**config.mk**
```make
export PLATFORM = sky130hd
export DESIGN_NAME = corelet_ctrl
export DESIGN_NICKNAME = d
export VERILOG_FILES = /design/src/rtl/corelet_ctrl.sv
export SDC_FILE = /design/constraint.sdc
export NUM_CORES = 1
export LEC_CHECK = 0
export ABC_AREA = 1
export BUFFER_PORTS_ARGS = -buffer_cell sky130_fd_sc_hd__buf_2
export CAP_MARGIN = 10
export CORE_MARGIN = 4
export CORE_UTILIZATION = 30
export DETAILED_ROUTE_END_ITERATION = 8
export PLACE_DENSITY_LB_ADDON = 0.15
export REMOVE_ABC_BUFFERS = 1
export SYNTH_ARGS = -nofsm -noshare
export SYNTH_HDL_FRONTEND = slang
export SYNTH_SLANG_ARGS = --single-unit
```
**constraint.sdc**
```tcl
create_clock -name i_clk -period 13.1 [get_ports i_clk]
set_clock_uncertainty 0.15 [all_clocks]
set_input_delay 0.655 -clock i_clk [delete_from_list [all_inputs] [get_ports i_clk]]
set_output_delay 0.655 -clock i_clk [all_outputs]
set_load 0.02 [all_outputs]
```
**src/rtl/corelet_ctrl.sv**
```systemverilog
// Tile-job sequencer for the corelet: walks weight fetch, weight load, settle,
// activation streaming and drain, and turns corelet valid pulses into output-SRAM writes.
module corelet_ctrl #(
  parameter int ROW       = 8,
  parameter int COL       = 8,
  parameter int ADDR_W    = 11,
  parameter int DRAIN_MAX = 64
) (
  input  logic              i_clk,
  input  logic              i_rst,
  input  logic              i_start,
  input  logic              i_mode_sel,
  input  logic [ADDR_W-1:0] i_w_base,
  input  logic [ADDR_W-1:0] i_x_base,
  input  logic [ADDR_W-1:0] i_o_base,
  input  logic [ADDR_W-1:0] i_n_vec,
  input  logic              i_core_valid,
  output logic [4:0]        o_inst,
  output logic              o_isram_ren,
  output logic [ADDR_W-1:0] o_isram_addr,
  output logic              o_osram_wen,
  output logic [ADDR_W-1:0] o_osram_addr,
  output logic              o_busy,
  output logic              o_done,
  output logic              o_err
);

  localparam int CNT_W = ADDR_W + 8;
  localparam logic [CNT_W-1:0]  C_ROW   = CNT_W'(ROW);
  localparam logic [CNT_W-1:0]  C_COL   = CNT_W'(COL);
  localparam logic [CNT_W-1:0]  C_DRAIN = CNT_W'(DRAIN_MAX);
  localparam logic [CNT_W-1:0]  C_ONE   = CNT_W'(1);
  localparam logic [CNT_W-1:0]  C_TWO   = CNT_W'(2);
  localparam logic [ADDR_W-1:0] A_ONE   = ADDR_W'(1);

  typedef enum logic [2:0] {
    S_IDLE, S_WFETCH, S_WLOAD, S_WSETTLE, S_XSTREAM, S_DRAIN, S_FINISH
  } state_t;

  state_t            r_state, w_nextState;
  logic [CNT_W-1:0]  r_cnt, w_nextCnt, w_nVecExt;
  logic [ADDR_W-1:0] r_resCnt, r_wBase, r_xBase, r_oBase, r_nVec;
  logic              r_mode;
  logic              w_accept, w_mode, w_resDone, w_timeout, w_capture;
  logic              w_ren, w_l0Rd, w_l0Wr, w_exec, w_wLoad;
  logic [ADDR_W-1:0] w_wBase, w_xBase, w_nVec, w_isramAddr;
  logic [4:0]        w_inst;

  // Outputs are decoded from the next state/count so that every output is a plain register.
  always_comb begin
    w_accept    = (r_state == S_IDLE) && i_start;
    w_mode      = w_accept ? (i_mode_sel && (i_n_vec != '0)) : r_mode;
    w_wBase     = w_accept ? i_w_base : r_wBase;
    w_xBase     = w_accept ? i_x_base : r_xBase;
    w_nVec      = w_accept ? i_n_vec  : r_nVec;
    w_nVecExt   = CNT_W'(w_nVec);
    w_resDone   = (r_resCnt == r_nVec);
    w_timeout   = (r_state == S_DRAIN) && !w_resDone && (r_cnt == C_DRAIN - C_ONE);
    w_capture   = ((r_state == S_XSTREAM) || (r_state == S_DRAIN)) && i_core_valid &&
                  (r_resCnt < r_nVec);
    w_nextState = r_state;
    w_nextCnt   = r_cnt + C_ONE;
    case (r_state)
      S_IDLE: begin
        w_nextCnt = '0;
        if (i_start) w_nextState = (i_n_vec == '0) ? S_FINISH : S_WFETCH;
      end
      S_WFETCH:  if (r_cnt == C_ROW)         begin w_nextState = S_WLOAD;   w_nextCnt = '0; end
      S_WLOAD:   if (r_cnt == C_ROW - C_ONE) begin w_nextState = S_WSETTLE; w_nextCnt = '0; end
      S_WSETTLE: if (r_cnt == C_COL - C_ONE) begin w_nextState = S_XSTREAM; w_nextCnt = '0; end
      S_XSTREAM: if (r_cnt == w_nVecExt + C_ONE) begin w_nextState = S_DRAIN; w_nextCnt = '0; end
      S_DRAIN: begin
        if (w_resDone || (r_cnt == C_DRAIN - C_ONE)) begin
          w_nextState = S_FINISH;
          w_nextCnt   = '0;
        end
      end
      default: begin
        w_nextState = S_IDLE;
        w_nextCnt   = '0;
      end
    endcase

    w_ren       = 1'b0;
    w_l0Wr      = 1'b0;
    w_l0Rd      = 1'b0;
    w_exec      = 1'b0;
    w_wLoad     = 1'b0;
    w_isramAddr = o_isram_addr;
    case (w_nextState)
      S_WFETCH: begin
        w_ren  = w_nextCnt < C_ROW;
        w_l0Wr = w_nextCnt >= C_ONE;
        if (w_ren) w_isramAddr = w_wBase + ADDR_W'(w_nextCnt);
      end
      S_WLOAD: begin
        w_l0Rd  = 1'b1;
        w_wLoad = 1'b1;
      end
      S_XSTREAM: begin
        w_ren  = w_nextCnt < w_nVecExt;
        w_l0Wr = (w_nextCnt >= C_ONE) && (w_nextCnt <= w_nVecExt);
        w_l0Rd = w_nextCnt >= C_TWO;
        w_exec = w_nextCnt >= C_TWO;
        if (w_ren) w_isramAddr = w_xBase + ADDR_W'(w_nextCnt);
      end
      default: ;
    endcase
    w_inst = {w_l0Rd, w_l0Wr, w_mode && (w_nextState != S_IDLE), w_exec, w_wLoad};
  end

  always_ff @(posedge i_clk or posedge i_rst) begin
    if (i_rst) begin
      r_state      <= S_IDLE;
      r_cnt        <= '0;
      r_resCnt     <= '0;
      r_mode       <= 1'b0;
      r_wBase      <= '0;
      r_xBase      <= '0;
      r_oBase      <= '0;
      r_nVec       <= '0;
      o_inst       <= '0;
      o_isram_ren  <= 1'b0;
      o_isram_addr <= '0;
      o_osram_wen  <= 1'b0;
      o_osram_addr <= '0;
      o_busy       <= 1'b0;
      o_done       <= 1'b0;
      o_err        <= 1'b0;
    end else begin
      r_state      <= w_nextState;
      r_cnt        <= w_nextCnt;
      o_inst       <= w_inst;
      o_isram_ren  <= w_ren;
      o_isram_addr <= w_isramAddr;
      o_osram_wen  <= w_capture;
      o_busy       <= (w_nextState != S_IDLE);
      o_done       <= (w_nextState == S_FINISH);
      if (w_accept) begin
        r_mode   <= w_mode;
        r_wBase  <= i_w_base;
        r_xBase  <= i_x_base;
        r_oBase  <= i_o_base;
        r_nVec   <= i_n_vec;
        r_resCnt <= '0;
        if (i_n_vec != '0) o_err <= 1'b0;
      end else if (w_timeout) begin
        o_err <= 1'b1;
      end
      // A zero-length job never leaves IDLE-like behaviour, so capture cannot collide with accept.
      if (w_capture) begin
        o_osram_addr <= r_oBase + r_resCnt;
        r_resCnt     <= r_resCnt + A_ONE;
      end
    end
  end

endmodule
```
# After elaboration in Yosys (flattened, before gate mapping)
# Cells that the tools add are included.
word_totals:
  register_bits: 110
  word_cells: 96
  in_bits: 49
op_classes:
  n_eq_ne: 17
  n_reduce_logical: 21
  muxes: 30
  n_lt_le_gt_ge: 6
  addsub: 6
ops:
  columns: ["operator", "count"]
  rows:
  - ["11-bit two-way mux", 7]
  - ["19-bit two-way mux", 4]
  - ["19-bit one-hot mux with 4 select lines", 1]
  - ["11-bit adder", 3]
  - ["11-bit one-hot mux with 2 select lines", 1]
  - ["3-bit two-way mux", 7]
  - ["19-bit by 1-bit adder with 19-bit output (second input constant)", 1]
  - ["19-bit by 12-bit equality test with 1-bit output", 1]
  - ["19-bit by 3-bit equality test with 1-bit output (second input constant)", 1]
  - ["19-bit by 4-bit equality test with 1-bit output (second input constant)", 1]
  - ["19-bit by 6-bit equality test with 1-bit output (second input constant)", 1]
  - ["19-bit by 1-bit >= comparator with 1-bit output (second input constant)", 1]
  - ["19-bit by 2-bit >= comparator with 1-bit output (second input constant)", 1]
  - ["19-bit by 11-bit less-or-equal comparator with 1-bit output", 1]
  - ["19-bit by 11-bit < comparator with 1-bit output", 1]
  - ["19-bit by 4-bit < comparator with 1-bit output (second input constant)", 1]
  - ["3-bit one-hot mux with 6 select lines", 1]
  - ["11-bit by 1-bit adder with 12-bit output (second input constant)", 1]
  - ["3-bit equality test (second input constant)", 4]
  - ["11-bit by 1-bit adder with 11-bit output (second input constant)", 1]
  - ["11-bit equality test", 1]
  - ["11-bit logical NOT", 1]
  - ["11-bit < comparator", 1]
  - ["11-bit nonzero test", 1]
  - ["15 further kinds", 36]

# Longest topological paths before layout
depth:
  depth_word: 10
  depth_mapped: 41
  depth_no_buf: 40

# Least setup slack after synthesis
# Ideal clock, no wire load.
synth_timing:
  path_type: "input to register"
  from: "in i_start"
  to: "reg o_isram_addr[10]"
  path_buffers: 1
  setup_time_ns: 0.117
  required_ns: 12.833
  arrival_time_ns: 4.610
  stages: 37
  slack_ns: 8.223
  cell_sequence: "nand3_2 > buf_6 > nand2_1 > nand2_1 > ha_1 > xor2_1 > nor2_1 > nand3_1 > nor2_1 > nand2_1 > nor2_1 > nand3_1 > nor2_1 > nand4_1 > nand4_1 > nor2_1 > a31oi_1 > ha_1 > inv_1 > fa_1 > o21ai_0 > nand2_1 > nand2_1 > nand2_1 > nand2_1 > a21o_1 > a21oi_1 > o21ai_0 > a21oi_1 > inv_1 > nand2_1 > nand2_1 > nand3_1 > nand2_1 > inv_1 > nand2_1 > nand2_1"
synth_between:
  elab_chain_cells: 9
synth_rtl:
  columns: ["item", "line_no", "rtl"]
  rows:
  - ["from (decl)", "11", "input logic i_start,"]
  - ["1-bit logical AND *", "51", "w_accept = (r_state == S_IDLE) && i_start;"]
  - ["11-bit two-way mux *", null, null]
  - ["named net w_nVec[0]", "46", "logic [ADDR_W-1:0] w_wBase, w_xBase, w_nVec, w_isramAddr;"]
  - ["11-bit by 1-bit adder with 12-bit output", "71", "S_XSTREAM: if (r_cnt == w_nVecExt + C_ONE) begin w_nextState = S_DRAIN; w_nextCnt = '0; end"]
  - ["19-bit by 12-bit equality test with 1-bit output", "71", null]
  - ["19-bit two-way mux / 3-bit two-way mux (equally long branches)", "71", null]
  - ["19-bit one-hot mux with 4 select lines / 3-bit one-hot mux with 6 select lines (equally long branches)", "63", "case (r_state)"]
  - ["19-bit by 11-bit < comparator with 1-bit output, or another cell as far along", "101", "w_ren = w_nextCnt < w_nVecExt;"]
  - ["2-bit != test (no source line), or another cell as far along", null, null]
  - ["3-bit AND reduction (no source line) / 11-bit one-hot mux with 2 select lines (equally long branches)", null, null]
  - ["to (signal assigned)", "135", "o_isram_addr <= w_isramAddr;"]
  - ["to (decl)", "20", "output logic [ADDR_W-1:0] o_isram_addr,"]
# Mark *: on every way through the listed nets, which the timed path passes. The rest lies on a longest branch. The select of a mux whose other input is x is not followed.
# A chain may end at the register's enable or synchronous reset.

# Worst setup path after layout
layout_timing:
  from: "reg r_state[0]"
  to: "reg o_isram_addr[10]"
layout_between:
  elab_chain_cells: 10
layout_rtl:
  columns: ["item", "line_no", "rtl"]
  rows:
  - ["from (decl)", "40", "state_t r_state, w_nextState;"]
  - ["from (signal assigned)", "131", "r_state <= w_nextState;"]
  - ["3-bit logical NOT *", "51", null]
  - ["1-bit logical AND *", "51", null]
  - ["11-bit two-way mux *", null, null]
  - ["named net w_nVec[0]", "46", null]
  - ["11-bit by 1-bit adder with 12-bit output", "71", null]
  - ["19-bit by 12-bit equality test with 1-bit output", "71", null]
  - ["19-bit two-way mux / 3-bit two-way mux (equally long branches)", "71", null]
  - ["19-bit one-hot mux with 4 select lines / 3-bit one-hot mux with 6 select lines (equally long branches)", "63", null]
  - ["19-bit by 11-bit < comparator with 1-bit output, or another cell as far along", "101", null]
  - ["2-bit != test (no source line), or another cell as far along", null, null]
  - ["3-bit AND reduction (no source line) / 11-bit one-hot mux with 2 select lines (equally long branches)", null, null]
# Marked as above.

==> impl_metrics.csv <==
group,metric,value,unit
status,outcome,"complete, no violations",
setup_path,cpPeakStageDelay,0.66,ns
global_route,grt_pass1_wl,31900,um
worst_hold_path,hold_path.class,"primary input to async pin",
placement,place.gp.congestion,0.882,
drt,final_antenna_net_count,0,
run,maxCapViolCount,0,
clock_network,cts_setup_buffers,0,
clock_network,cts_buffer_depth,2,
floorplan,core,22800,um2
sta,rsz0062_at_grt,"false",
floorplan,die-height,161,um
setup_path,path_class,"flop to flop",
power,switching_share,23.0,%
global_route,grt_max_degree,59,
setup_path,reg2reg_from,"r_state[0]",
setup_path,worstPathMaxFanout,48,
layout,diodes,0,
power,p_int,497,uW
power,clkPwrFrac,44.8,%
setup_path,critPathSlowestCell,"nand4_1",
setup_path,startpoint_type,"flop",
synth,synth-async-reset-ratio,100,%
setup_path,endpoint_kind,"flop",
placement,place_inst,1319,
sta,fin_crit,6.17,ns
synth,ys_warn_count,0,
synth,ys_seq_area_share,39.1,%
clock_network,cts_tree,"built",
drt,drc_errors,0,
synth,ys_seq_elements,110,
clock_network,ctsResizeCount,0,
drt,viasPerCell,4.64,
power,p_seq_share,52.5,%
drt,routedWlPerCell,14.4,um
clock_network,root_buffer,"clkbuf_16",
synth,synth_top_cell_by_area,"dfrtp_1",
layout,stdcell_count,1335,
sta,finalSetupViolations,0,
clock_network,cts_hold_buf,0,
placement,dpl.hpwl,14800,um
drt,first_pass_iters,5,
sta,slew_headroom,25.6,%
global_route,grt_pass1_vias,6269,
global_route,antenna_found_initial,0,
synth,synth_ff_type,"dfrtp_1",
global_route,grt_usage,15.2,%
clock_network,h-tree-depth,3,
synth,yosysTopAreaCellShare,39.1,%
floorplan,die_w,161,um
sta,tightest_slew,1.11,ns
clock_network,cts_buffers,9,
sta,fin_tns_setup,0,ns
sta,finalHoldViolations,0,
layout,layout_common_cells,"280 x nand2_1, 113 x inv_1, 110 x dfrtp_1, 83 x nor2_1, 80 x buf_2",
synth,yosys-top-cells-area,"dfrtp_1 39%, nand2_1 15%, ha_1 8.2%, inv_1 6.1%, nand3_1 4.6%",
power,p_sw,149,uW
drt,drtIter0Drc,423,
layout,final_common_cell,"nand2_1",
floorplan,io_pins,81,
setup_path,crit_top_cell,"nand2_1",
drt,vias,6189,
synth,syn_avg_cell_area,7.47,um2
floorplan,start_util,30.8,%
power,leakage,4.33,nW
power,ir_drop,0.0419,mV
sta,fmax,162,MHz
synth,synthDistinctLibCells,41,
placement,io_buffers,80,
clock_network,cts.sinks,110,
floorplan,rows,55,
power,p_per_area,80.3,nW/um2
global_route,grt_overflow,0,
clock_network,path_clk_slew,0.08,ns
setup_path,setup.worst_path.start,"r_state[0]",
setup_path,crit_required,13.20,ns
synth,syn_inst,943,
drt,drt-total-wl,19200,um
layout,fin_nets,1114,
power,combPwrFrac,2.6,%
synth,synth-edff-count,0,
layout,drive_gt1_share,12.4,%
clock_network,clock_latency,0.36,ns
sta,timing.final.crit_share,47.1,%
setup_path,arrival,6.27,ns
layout,synthToLayoutAreaGrowth,14.2,%
floorplan,die_area,26000,um2
synth,syn_area,7040,um2
sta,drv_slew,0,
==> cell families (layout without fill, tap and decap cells) <==
logic type / count (synthesis) / in the layout / share of synthesized area [%]
fa+ha+maj: 48 / 48 / 8.74
compound gates: 110 / 110 / 8.90
simple gates: 507 / 507 / 31.6
buf+inv: 139 / 218 / 8.05
xor+xnor: 29 / 29 / 3.61
flops: 110 / 110 / 39.1
==> per-stage QoR <==
stage | instance area (um2) | util, % | hold WS [ns] | total power, mW | setup slack [ns]
final | 8050 | 35.2 | 0.274 | 0.646 | 6.93
after global routing | 8050 | 35.2 | 0.335 | 0.674 | 6.15
after CTS | 8050 | 35.2 | 0.306 | 0.660 | 6.85
after detailed placement | 7740 | 33.9 | 0.310 | 0.364 | 6.66
after global placement | 7740 | 33.9 | 0.307 | 0.364 | 6.81
after floorplan | 6920 | - | 0.294 | 0.351 | 7.53
==> power groups by stage <==
stage	Combinational, mW	Sequential, mW	Clock (mW)
floorplan	0.00543	0.346	0
global placement	0.0179	0.346	0
detailed placement	0.0178	0.346	0
CTS	0.0178	0.339	0.303
global route	0.0197	0.339	0.315
finish	0.0169	0.339	0.290
==> critical path: cells and delay by family, from the launching register on <==
kind / cells / cell delay (ns)
simple gates: 24 / 2.96
compound gates: 6 / 0.93
fa+ha+maj: 3 / 0.92
flops: 1 / 0.46
buf+inv: 4 / 0.46
xor+xnor: 1 / 0.16
==> routing by layer <==
layer  wire [um]  up-vias  global-route usage [%]
li1            -     3243                       -
met1        9620     2831                    20.6
met2        8650       98                    25.1
met3         631       17                    2.09
met4         347        0                    4.96
met5           0        -                       0
==> final cells by class <==
cell class	instances	area [um2]
multi-input combinational	694	3720
sequential	110	2750
timing repair buffer	83	423
inverter	119	449
tap	313	392
fill	2478	14800
clock inverter	6	76.3
clock buffer	10	229
==> Yosys cell counts (all sizes together) (2+ instances only) <==
cell type and instances:
a21o 3, a21oi 30, a31oi 9, buf 10, clkbuf 10, clkinv 2
dfrtp 110, fa 2, ha 46, inv 117, nand2 285, nand3 69
nand4 34, nor2 88, nor3 18, nor4 5, o211ai 4, o21ai 47
o22ai 3, o31ai 6, o41ai 3, or2 7, xnor2 4, xor2 25
==> sequential cells by signal, indices dropped and copies added, names as in the netlist, 3 cells and up <==
register,cells
o_isram_addr,11
o_osram_addr,11
r_resCnt,11
r_xBase,11
r_nVec,11
o_inst,5
r_oBase,11
r_cnt,19
r_wBase,11
r_state,3
==> path summary, 6_finish.rpt <==
| check | end | cells after the start | slack (ns) |
|---|---|---|---|
| setup / recovery | o_isram_addr[10] | 38 | 6.93 |
| hold / removal | r_xBase[3] | 2 | 0.27 |
| setup reg to reg | o_isram_addr[10] | 38 | 6.93 |
| hold reg to reg | r_wBase[2] | 2 | 0.33 |
| max in group asynchronous | o_osram_addr[9] | 3 | 11.36 |
| min in group i_clk | r_wBase[2] | 2 | 0.33 |
Power figures use the tool's default switching activity.
